<file path="src/rtl/gen_pipe_elastic_pkg.sv">
// Shared constants for the elastic pipeline register family.
package gen_pipe_elastic_pkg;
    localparam logic RST_LEVEL       = 1'b1;
    localparam int   PIPE_NSTAGE_MAX = 4;
endpackage

</file>
<file path="src/rtl/gen_pipe_elastic_slot.sv">
// One 2-entry skid slot: main register plus a skid register, so in_ready
// comes straight from a flop and never depends on out_ready.
import gen_pipe_elastic_pkg::*;

module gen_pipe_elastic_slot #(
    parameter int DW = 32
) (
    input  logic          clk,
    input  logic          rst,
    input  logic          flush,
    input  logic [DW-1:0] def_val,
    input  logic          in_valid,
    input  logic [DW-1:0] in_data,
    output logic          in_ready,
    output logic          out_valid,
    output logic [DW-1:0] out_data,
    input  logic          out_ready,
    output logic          busy
);
    logic          m_valid, s_valid;
    logic [DW-1:0] m_data, s_data;
    logic          in_fire, out_fire;

    assign in_ready  = ~s_valid;
    assign in_fire   = in_valid & ~s_valid;
    assign out_fire  = m_valid & out_ready;
    assign out_valid = m_valid;
    assign out_data  = m_data;
    assign busy      = m_valid | s_valid;

    always_ff @(posedge clk) begin
        if (rst == RST_LEVEL || flush) begin
            m_valid <= 1'b0;
            s_valid <= 1'b0;
            m_data  <= def_val;
        end else if (!s_valid) begin
            if (in_fire && (!m_valid || out_fire)) begin
                m_valid <= 1'b1;
                m_data  <= in_data;
            end else if (in_fire && m_valid && !out_ready) begin
                s_valid <= 1'b1;
                s_data  <= in_data;
            end else if (!in_fire && out_fire) begin
                // Emptied main reloads the bubble value so out_data tracks def_val
                m_valid <= 1'b0;
                m_data  <= def_val;
            end
        end else if (out_fire) begin
            m_data  <= s_data;
            s_valid <= 1'b0;
        end
    end
endmodule

</file>
<file path="src/rtl/gen_pipe_elastic.sv">
// Elastic pipeline register: NSTAGE chained skid slots, full throughput,
// registered in_ready, flush turns every slot into a def_val bubble.
import gen_pipe_elastic_pkg::*;

module gen_pipe_elastic #(
    parameter int DW     = 32,
    parameter int NSTAGE = 1
) (
    input  logic          clk,
    input  logic          rst,
    input  logic          flush,
    input  logic [DW-1:0] def_val,
    input  logic          in_valid,
    input  logic [DW-1:0] in_data,
    output logic          in_ready,
    output logic          out_valid,
    output logic [DW-1:0] out_data,
    input  logic          out_ready,
    output logic          busy
);
    if (NSTAGE < 1 || NSTAGE > PIPE_NSTAGE_MAX) begin : g_bad_nstage
        $fatal(1, "gen_pipe_elastic: NSTAGE must be 1..4");
    end

    // Index k is the boundary feeding slot k; index NSTAGE is the output port.
    logic [NSTAGE:0]         v, r;
    logic [NSTAGE:0][DW-1:0] d;
    logic [NSTAGE-1:0]       b;

    assign v[0]      = in_valid;
    assign d[0]      = in_data;
    assign in_ready  = r[0];
    assign out_valid = v[NSTAGE];
    assign out_data  = d[NSTAGE];
    assign r[NSTAGE] = out_ready;
    assign busy      = |b;

    for (genvar k = 0; k < NSTAGE; k++) begin : g_slot
        gen_pipe_elastic_slot #(.DW(DW)) u_slot (
            .clk       (clk),
            .rst       (rst),
            .flush     (flush),
            .def_val   (def_val),
            .in_valid  (v[k]),
            .in_data   (d[k]),
            .in_ready  (r[k]),
            .out_valid (v[k+1]),
            .out_data  (d[k+1]),
            .out_ready (r[k+1]),
            .busy      (b[k])
        );
    end
endmodule
</file>
<file path="config.mk">
export PLATFORM = sky130hd
export DESIGN_NAME = gen_pipe_elastic
export DESIGN_NICKNAME = d
export VERILOG_FILES = /design/src/rtl/gen_pipe_elastic_pkg.sv /design/src/rtl/gen_pipe_elastic_slot.sv /design/src/rtl/gen_pipe_elastic.sv
export SDC_FILE = /design/constraint.sdc
export NUM_CORES = 1
export LEC_CHECK = 0
export CAP_MARGIN = 20
export CORE_MARGIN = 5
export CORE_UTILIZATION = 45
export DETAILED_ROUTE_END_ITERATION = 8
export PLACE_DENSITY_LB_ADDON = 0.25
export SLEW_MARGIN = 0
export SYNTH_ARGS = -nofsm -noshare
export SYNTH_HDL_FRONTEND = slang
export SYNTH_SLANG_ARGS = --single-unit
</file>
<file path="constraint.sdc">
create_clock -name clk -period 4.1 [get_ports clk]
set_input_delay 0.41 -clock clk [delete_from_list [all_inputs] [get_ports clk]]
set_output_delay 0.41 -clock clk [all_outputs]
set_load 0.02 [all_outputs]
</file>
# After elaboration in Yosys (flattened, before gate mapping)
# Index checks and enable logic that the tools add are counted.
# word_totals
register_bits	66
in_bits	69
out_inout_bits	35
word_cells	40
# op_classes
n_eq_ne	3
muxes	13
n_bitwise	6
reduce_logical	14
# op_table
cell	count
32-bit two-way mux	6
1-bit two-way mux	7
3-bit AND reduction	2
1-bit logical AND	4
4-bit by 1-bit inequality test with 1-bit output, second input constant	1
4-bit AND reduction	1
4-bit nonzero test	1
1-bit logical NOT	3
3-bit inequality test, second input constant	1
1-bit inverter	3
1-bit AND	2
1-bit logical OR	2
2-bit by 1-bit inequality test with 1-bit output, second input constant	1
2-bit nonzero test	1
1-bit bitwise OR	1

# Logic depth before layout (Yosys ltp)
# Gate-level depths: netlist (run 1).
# logic_depth
depth_word	9
ltp_mapped	6
mapped_depth_nobuf	3

# Worst setup path after synthesis (run 1)
# OpenSTA, ideal clock, no wires.
# synth_path
kind	in2reg
from	input port in_valid
to	register g_slot[0].u_slot.m_data[0] (enable)
setup_time_ps	466
arrival_time_ps	3174
t_required_ps	3634
setup_slack_ps	460
path_stages	5
path_cell_list	buf_4 > nand2b_1 > buf_2 > buf_4 > o21ai_0
# synth_via
elab_chain_cells	5
elab_cells_between_ends	9
cone_classes	1 x eq/ne; 1 x bitwise; 7 x reduce/logical
# synth_lines
item	line_no	text
from (decl)	gen_pipe_elastic.sv:13	input logic in_valid,
1-bit AND *	gen_pipe_elastic_slot.sv:25	assign in_fire = in_valid & ~s_valid;
1-bit logical AND / 1-bit logical NOT (equally long branches)	gen_pipe_elastic_slot.sv:40, gen_pipe_elastic_slot.sv:43	
1-bit logical AND, on equally long branches	gen_pipe_elastic_slot.sv:40, gen_pipe_elastic_slot.sv:43	
4-bit by 1-bit inequality test with 1-bit output (no line) / 4-bit nonzero test (equally long branches)	--	
3-bit AND reduction (no line) *	--	
to (signal assigned)	gen_pipe_elastic_slot.sv:39	m_data <= in_data;
to (signal assigned)	gen_pipe_elastic_slot.sv:46	m_data <= def_val;
to (signal assigned)	gen_pipe_elastic_slot.sv:49	m_data <= s_data;
to (decl)	gen_pipe_elastic_slot.sv:21	logic [DW-1:0] m_data, s_data;
# Mark *: on every way between the ends. The rest lies on a longest branch, timed or not.
# A chain may end at the register's enable or synchronous reset.

# Worst setup path after layout (run 1)
# layout_path
from	input port in_valid
to	register g_slot[0].u_slot.m_data[17] (enable)
# The elaborated chain is that of the path after synthesis.

==> results.py, run 1 <==
metrics = {
    "pwr": {
        "p_leak_nw": 1.49,
        "overall_power_mw": 1.61,
        "power.density_nw_per_um2": 351,
        "power.ir.vdd_worst_uv": 212,
    },
    "synthesis": {
        "ys_warns": 0,
        "synth_xor_xnor_area_share": 0,
        "synth_simple_gate_area_frac": 0.277,
        "share_of_the_synthesized_area_in_compound_gates_ao_oa_aoi_oai": 0.0821,
        "postSynthRegisterBits": 66,
        "yosys_most_used_dff": "edfxtp_1",
        "synth.largest_area_cell": "edfxtp_1",
        "synth.cell_area_sq_um": 3380,
        "avgSynthCellArea_sq_um": 12.3,
        "synth_top_family_by_area": "simple AND/OR/NAND/NOR gates",
        "seq_area_frac_synth": 0.580,
        "post_synth_main_area_contributors": "edfxtp_1, nor4_2, nor2_1",
        "net_count_after_synthesis": 344,
        "synthAdderAreaFrac": 0,
        "synth_largest_type_area_fraction": 0.568,
        "yosysUniqueCellTypes": 24,
        "synthesis.instances": 275,
        "asyncSetResetFlopFracSynth": 0,
        "synth_enable_flop_cells": 64,
        "synthMuxAreaShare": 0,
    },
    "timing": {
        "tightest_pin_transition_ns": 1.04,
        "layout_worst_path_cycle_share": 0.612,
        "finalWorstPathRequiredPeriod_ns": 2.51,
        "fin_worst_skew_ns": 0.00592,
        "finalHoldViolations": 0,
        "final-setup-viol-count": 0,
        "remaining_max_slew_budget_at_the_tightest_pin": 0.301,
        "timing.final.max_slew_violations": 0,
        "timing.fmax_mhz": 398,
        "setup_tns_ns": 0,
        "grt_setup_unrepaired": "false",
        "setup_slack_ns": 1.59,
    },
    "hold_path": {
        "worstHoldPathType": "reg -> reg",
    },
    "setup_path": {
        "critical_path_required_ns": 4.06,
        "criticalPathCategory": "in -> reg",
        "critical_path.endpoint_type": "flop",
        "critPathArrivalTime_ns": 2.47,
        "critical_path.max_fanout": 34,
        "startpoint_type": "input pin",
    },
    "run_status": {
        "outcome": "finished, final reports clean",
    },
    "placed_design": {
        "dpl.cell_count": 451,
        "half_perimeter_wire_length_of_the_detailed_placement_result_um": 5620,
        "post_placement_worst_setup_slack_ns": 1.26,
        "port-buffer-count": 103,
        "placer_congestion": 0.736,
    },
    "grt": {
        "grt_first_pass_wirelength_um": 14500,
        "grt_overflow_total": 0,
        "largest_net_degree_at_the_start_of_global_routing": 40,
        "use_met1": 0.245,
        "grtUsageTotal": 0.191,
        "top_usage_layer": "met2",
        "grt_antenna_before_repair": 0,
        "grt_use_met2": 0.315,
        "use_met3": 0.0482,
        "grt_pass1_vias": 2785,
    },
    "die": {
        "die-height_um": 96.7,
        "effective_utilization_at_floorplan": 0.464,
        "floorplan.die.width_um": 96.7,
        "floorplan.core_area_sq_um": 7290,
        "fp.dieArea_sq_um": 9350,
        "core.rowCount": 31,
        "ioPinCount": 104,
    },
    "cells_and_area": {
        "syn_to_final_growth_pct": 35.7,
        "layout.cells.most_common": "clkdlybuf4s50_1",
        "antenna_diode_count": 0,
        "finalNonFillerCells": 467,
        "postLayoutCoreUtil": 0.629,
        "num-nets-final": 433,
        "layout-drive-gt1-share": 0.171,
        "layout_common_cells": "clkdlybuf4s50_1, edfxtp_1, nor2_1, nor4_2, a211oi_1",
    },
    "clock_tree": {
        "cts_resized": 0,
        "cts.reportedPaths.clkPinSlew_ns": 0.07,
        "worst_skew_pair.late_latency_ns": 0.34,
        "cts_buffers": 9,
        "postCtsHoldBufs": 0,
        "clock_tree.htree_level_count": 3,
        "post-cts-setup-buffer-count": 0,
        "tritoncts": "built",
        "cts.path.max_buffers": 2,
        "total_clock_sinks": 66,
        "clock_tree.root_cell": "clkbuf_8",
    },
    "route": {
        "vias": 2687,
        "drt-vias-per-instance": 5.75,
        "drt_wl_total_um": 9010,
        "ant_nets": 0,
        "wl_per_cell_um": 19.3,
        "detailedRoute.firstIterationViolations": 254,
        "route.detailed.drc": 0,
        "first_pass_iters": 4,
    },
    "run": {
        "cap_viol_max_count": 0,
    },
}
sequential cells by signal, summed over array words and instances (netlist names):
signal / flops
g_slot.u_slot.out_valid: 1
g_slot.u_slot.s_valid: 1
g_slot.u_slot.out_data: 32
g_slot.u_slot.s_data: 32
cell families (layout without fill, tap and decap cells):
kind of cell	Yosys count	after routing
simple gates	137	137
buf+inv	33	126
flops	66	66
compound gates	39	39
power by group:
part           internal [mW]  switching [mW]
registers              0.784          0.0134
clock network          0.271           0.239
logic                  0.155           0.152
per-stage QoR:
step | hold slack (ns) | cell area, sq um
after detailed placement | 0.617 | 4400
after floorplan | 0.509 | 3380
after global routing | 0.656 | 4590
after CTS | 0.624 | 4570
after global placement | 0.606 | 4400
final | 0.624 | 4590
final cells by class:
cell class	count	area (sq um)
tap	99	124
timing repair buffer	109	1080
clock inverter	5	46.3
inverter	2	7.51
sequential	66	1960
clock buffer	10	128
multi-input combinational	176	1240
fill	595	2700
cells in the mapped netlist (2+ instances only):
master and number:
edfxtp_1 64, nor2_1 63, nor4_2 37, a211oi_1 31
nor4_1 26, buf_2 12, clkbuf_1 9, buf_6 5
buf_4 4, o21ai_0 4, a21oi_1 3, nand2b_1 3
dfxtp_1 2, inv_1 2
final timing paths:
check	cells past startpoint	start	endpoint	slack [ns]
worst max-delay path	5	in_valid	g_slot[0].u_slot.out_data[17]$_DFFE_PP_	1.59
worst min-delay path	2	g_slot[0].u_slot.out_valid$_SDFFE_PP0P_	g_slot[0].u_slot.out_valid$_SDFFE_PP0P_	0.62
worst max register to register	3	g_slot[0].u_slot.s_valid$_SDFF_PP0_	g_slot[0].u_slot.out_data[17]$_DFFE_PP_	1.70
worst min register to register	2	g_slot[0].u_slot.out_valid$_SDFFE_PP0P_	g_slot[0].u_slot.out_valid$_SDFFE_PP0P_	0.62
per-layer routing:
metal	up-vias	part of all wire
met1	1302	0.43
li1	1250	-
met3	12	0.059
met4	0	0.013
met2	123	0.50
met5	-	0
worst max-delay path, stage by stage:
cell             delay [ns]
clkdlybuf4s50_1        0.45
buf_4                  0.36
nand2b_2               0.08
buf_4                  0.28
o21ai_4                0.85
Note: power is estimated with default switching activity, not from simulation.
==> run 2, diff against run 1 <==
--- a/config.mk
+++ b/config.mk
@@ -7,7 +7,7 @@
 export LEC_CHECK = 0
 export CAP_MARGIN = 20
 export CORE_MARGIN = 5
-export CORE_UTILIZATION = 45
+export CORE_UTILIZATION = 42
 export DETAILED_ROUTE_END_ITERATION = 8
 export PLACE_DENSITY_LB_ADDON = 0.25
 export SLEW_MARGIN = 0
==> constraint.sdc (replaced) <==
create_clock -name clk -period 2.2 [get_ports clk]
set_input_delay 0.22 -clock clk [delete_from_list [all_inputs] [get_ports clk]]
set_output_delay 0.22 -clock clk [all_outputs]
set_load 0.02 [all_outputs]
==> run 2 against run 1 <==
Die area up 6.4%. Flip-flop and latch count unchanged. First-iteration DRC count down 44%. Global-route usage down 1.2 points. Clock power up 120%. Sequential share of layout area down 1.2 points. Setup slack worse by 1.4 ns. Largest power group unchanged. Highest routed layer unchanged.
==> results.py, run 2 (synthesis results as in run 1) <==
metrics = {
    "grt": {
        "largest_net_degree_at_the_start_of_global_routing": 39,
        "grt_first_pass_wirelength_um": 13700,
        "grt_pass1_vias": 2742,
        "grt_antenna_before_repair": 0,
        "grtUsageTotal": 0.179,
        "grt_overflow_total": 0,
    },
    "timing": {
        "timing.final.max_slew_violations": 0,
        "layout_worst_path_cycle_share": 0.927,
        "tightest_pin_transition_ns": 1.04,
        "setup_tns_ns": 0,
        "final-setup-viol-count": 0,
        "finalWorstPathRequiredPeriod_ns": 2.04,
        "grt_setup_unrepaired": "false",
        "timing.fmax_mhz": 490,
        "remaining_max_slew_budget_at_the_tightest_pin": 0.302,
        "fin_worst_skew_ns": 0.00501,
        "finalHoldViolations": 0,
    },
    "setup_path": {
        "critical_path.endpoint_type": "primary output",
        "launch_instance_of_the_worst_register_to_register_path": "g_slot[0].u_slot.s_valid$_SDFF_PP0_",
        "reg2reg_setup_slack_ns": 0.37,
        "critPathArrivalTime_ns": 1.82,
        "startpoint_type": "flop",
        "rr_endpoint": "g_slot[0].u_slot.out_data[18]$_DFFE_PP_",
        "critical_path_required_ns": 1.98,
        "criticalPathCategory": "reg -> out",
        "critPathLaunch": "g_slot[0].u_slot.s_valid$_SDFF_PP0_",
        "critical_path.max_fanout": 38,
        "worst_setup_path_endpoint": "busy",
        "timing.reg2reg.worst_path_depth": 5,
    },
    "die": {
        "floorplan.core_area_sq_um": 7770,
        "die-height_um": 99.8,
        "ioPinCount": 104,
        "floorplan.die.width_um": 99.8,
        "effective_utilization_at_floorplan": 0.436,
        "core.rowCount": 32,
        "fp.dieArea_sq_um": 9950,
    },
    "pwr": {
        "total_switching_power_mw": 0.772,
        "intPower_mw": 2.39,
        "power.density_nw_per_um2": 670,
        "p_leak_nw": 1.57,
        "power.ir.vdd_worst_uv": 379,
        "power_switching_share": 0.244,
        "share_seq_of_total_power": 0.468,
        "power.share.clock": 0.346,
        "p_comb_frac": 0.185,
    },
    "clock_tree": {
        "worst_skew_pair.late_latency_ns": 0.34,
        "total_clock_sinks": 66,
        "clock_tree.root_cell": "clkbuf_8",
        "postCtsHoldBufs": 0,
        "clock_tree.htree_level_count": 3,
        "tritoncts": "built",
        "post-cts-setup-buffer-count": 0,
        "cts_resized": 0,
        "cts.reportedPaths.clkPinSlew_ns": 0.07,
        "cts_buffers": 9,
        "cts.path.max_buffers": 2,
    },
    "route": {
        "route.detailed.drc": 0,
        "ant_nets": 0,
        "drt_wl_total_um": 8820,
        "drt-vias-per-instance": 5.51,
        "vias": 2662,
        "first_pass_iters": 4,
        "detailedRoute.firstIterationViolations": 142,
        "wl_per_cell_um": 18.3,
    },
    "cells_and_area": {
        "final.fill_count": 627,
        "finalNonFillerCells": 483,
        "layout.cells.most_common": "clkdlybuf4s50_1",
        "antenna_diode_count": 0,
        "num-nets-final": 445,
        "layout.area.seq_sq_um": 1960,
        "syn_to_final_growth_pct": 39.4,
        "layout-drive-gt1-share": 0.205,
        "area_of_the_multi_input_gates_sq_um": 1240,
        "layout_common_cells": "clkdlybuf4s50_1, edfxtp_1, nor2_1, nor4_2, a211oi_1",
    },
    "hold_path": {
        "worstHoldPathType": "in -> reg",
    },
    "run": {
        "cap_viol_max_count": 0,
    },
    "placed_design": {
        "dpl.cell_count": 467,
        "half_perimeter_wire_length_of_the_detailed_placement_result_um": 5890,
        "port-buffer-count": 103,
        "placer_congestion": 0.765,
    },
    "run_status": {
        "outcome": "finished, final reports clean",
    },
}
run 2: layout make-up:
class	instances	area share
Multi-Input combinational cell	176	0.264
Sequential cell	66	0.416
Tap cell	102	0.0271
Clock buffer	10	0.0271
Timing Repair Buffer	121	0.247
Inverter	2	0.00159
Clock inverter	6	0.0172
run 2: how the worst min path moves through the flow:
stage	endpoint	start	slack, ns	cells past startpoint
2_1_floorplan	g_slot[0].u_slot.s_data[0]$_DFFE_PP_	in_data[0]	0.32	0
3_3_place_gp	g_slot[0].u_slot.out_valid$_SDFFE_PP0P_	g_slot[0].u_slot.out_valid$_SDFFE_PP0P_	0.61	2
3_5_place_dp	g_slot[0].u_slot.out_valid$_SDFFE_PP0P_	g_slot[0].u_slot.out_valid$_SDFFE_PP0P_	0.63	2
4_1_cts	g_slot[0].u_slot.s_data[11]$_DFFE_PP_	in_data[11]	0.45	1
5_1_grt	g_slot[0].u_slot.s_data[11]$_DFFE_PP_	in_data[11]	0.45	1
6_report	g_slot[0].u_slot.s_data[11]$_DFFE_PP_	in_data[11]	0.47	1
run 2: power by group through the flow:
| stage | combinational, mW | sequential [mW] | clock (mW) |
|---|---|---|---|
| finish | 0.586 | 1.48 | 1.10 |
| global route | 0.621 | 1.49 | 1.19 |
| CTS | 0.589 | 1.48 | 1.12 |
| detailed placement | 0.587 | 1.51 | 0 |
| global placement | 0.579 | 1.51 | 0 |
| floorplan | 0.186 | 1.60 | 0 |
run 2: metrics by stage:
stage	instance area [sq um]	hold WS [ns]	total power, mW	worst slack, ns	util
4_1_cts	4720	0.445	3.19	0.147	0.607
6_report	4720	0.465	3.16	0.161	0.607
5_1_grt	4720	0.451	3.29	0.0792	0.607
3_5_place_dp	4510	0.633	2.09	0.181	0.580
3_3_place_gp	4510	0.609	2.09	0.189	0.580
2_1_floorplan	3400	0.319	1.78	0.0178	-
run 2: critical path, stage by stage, from the launching register on:
cell             delay [ns]
dfxtp_2                0.32
buf_4                  0.38
or2_2                  0.19
clkdlybuf4s50_1        0.59
run 2: layer usage:
metal / routed length [um] / global-route usage / part of all wire / vias to the layer above
li1: - / - / - / 1277
met1: 3540 / 0.214 / 0.40 / 1285
met2: 4580 / 0.304 / 0.52 / 89
met3: 590 / 0.0589 / 0.067 / 11
met4: 100 / 0.0536 / 0.011 / 0
met5: 0 / 0 / 0 / -
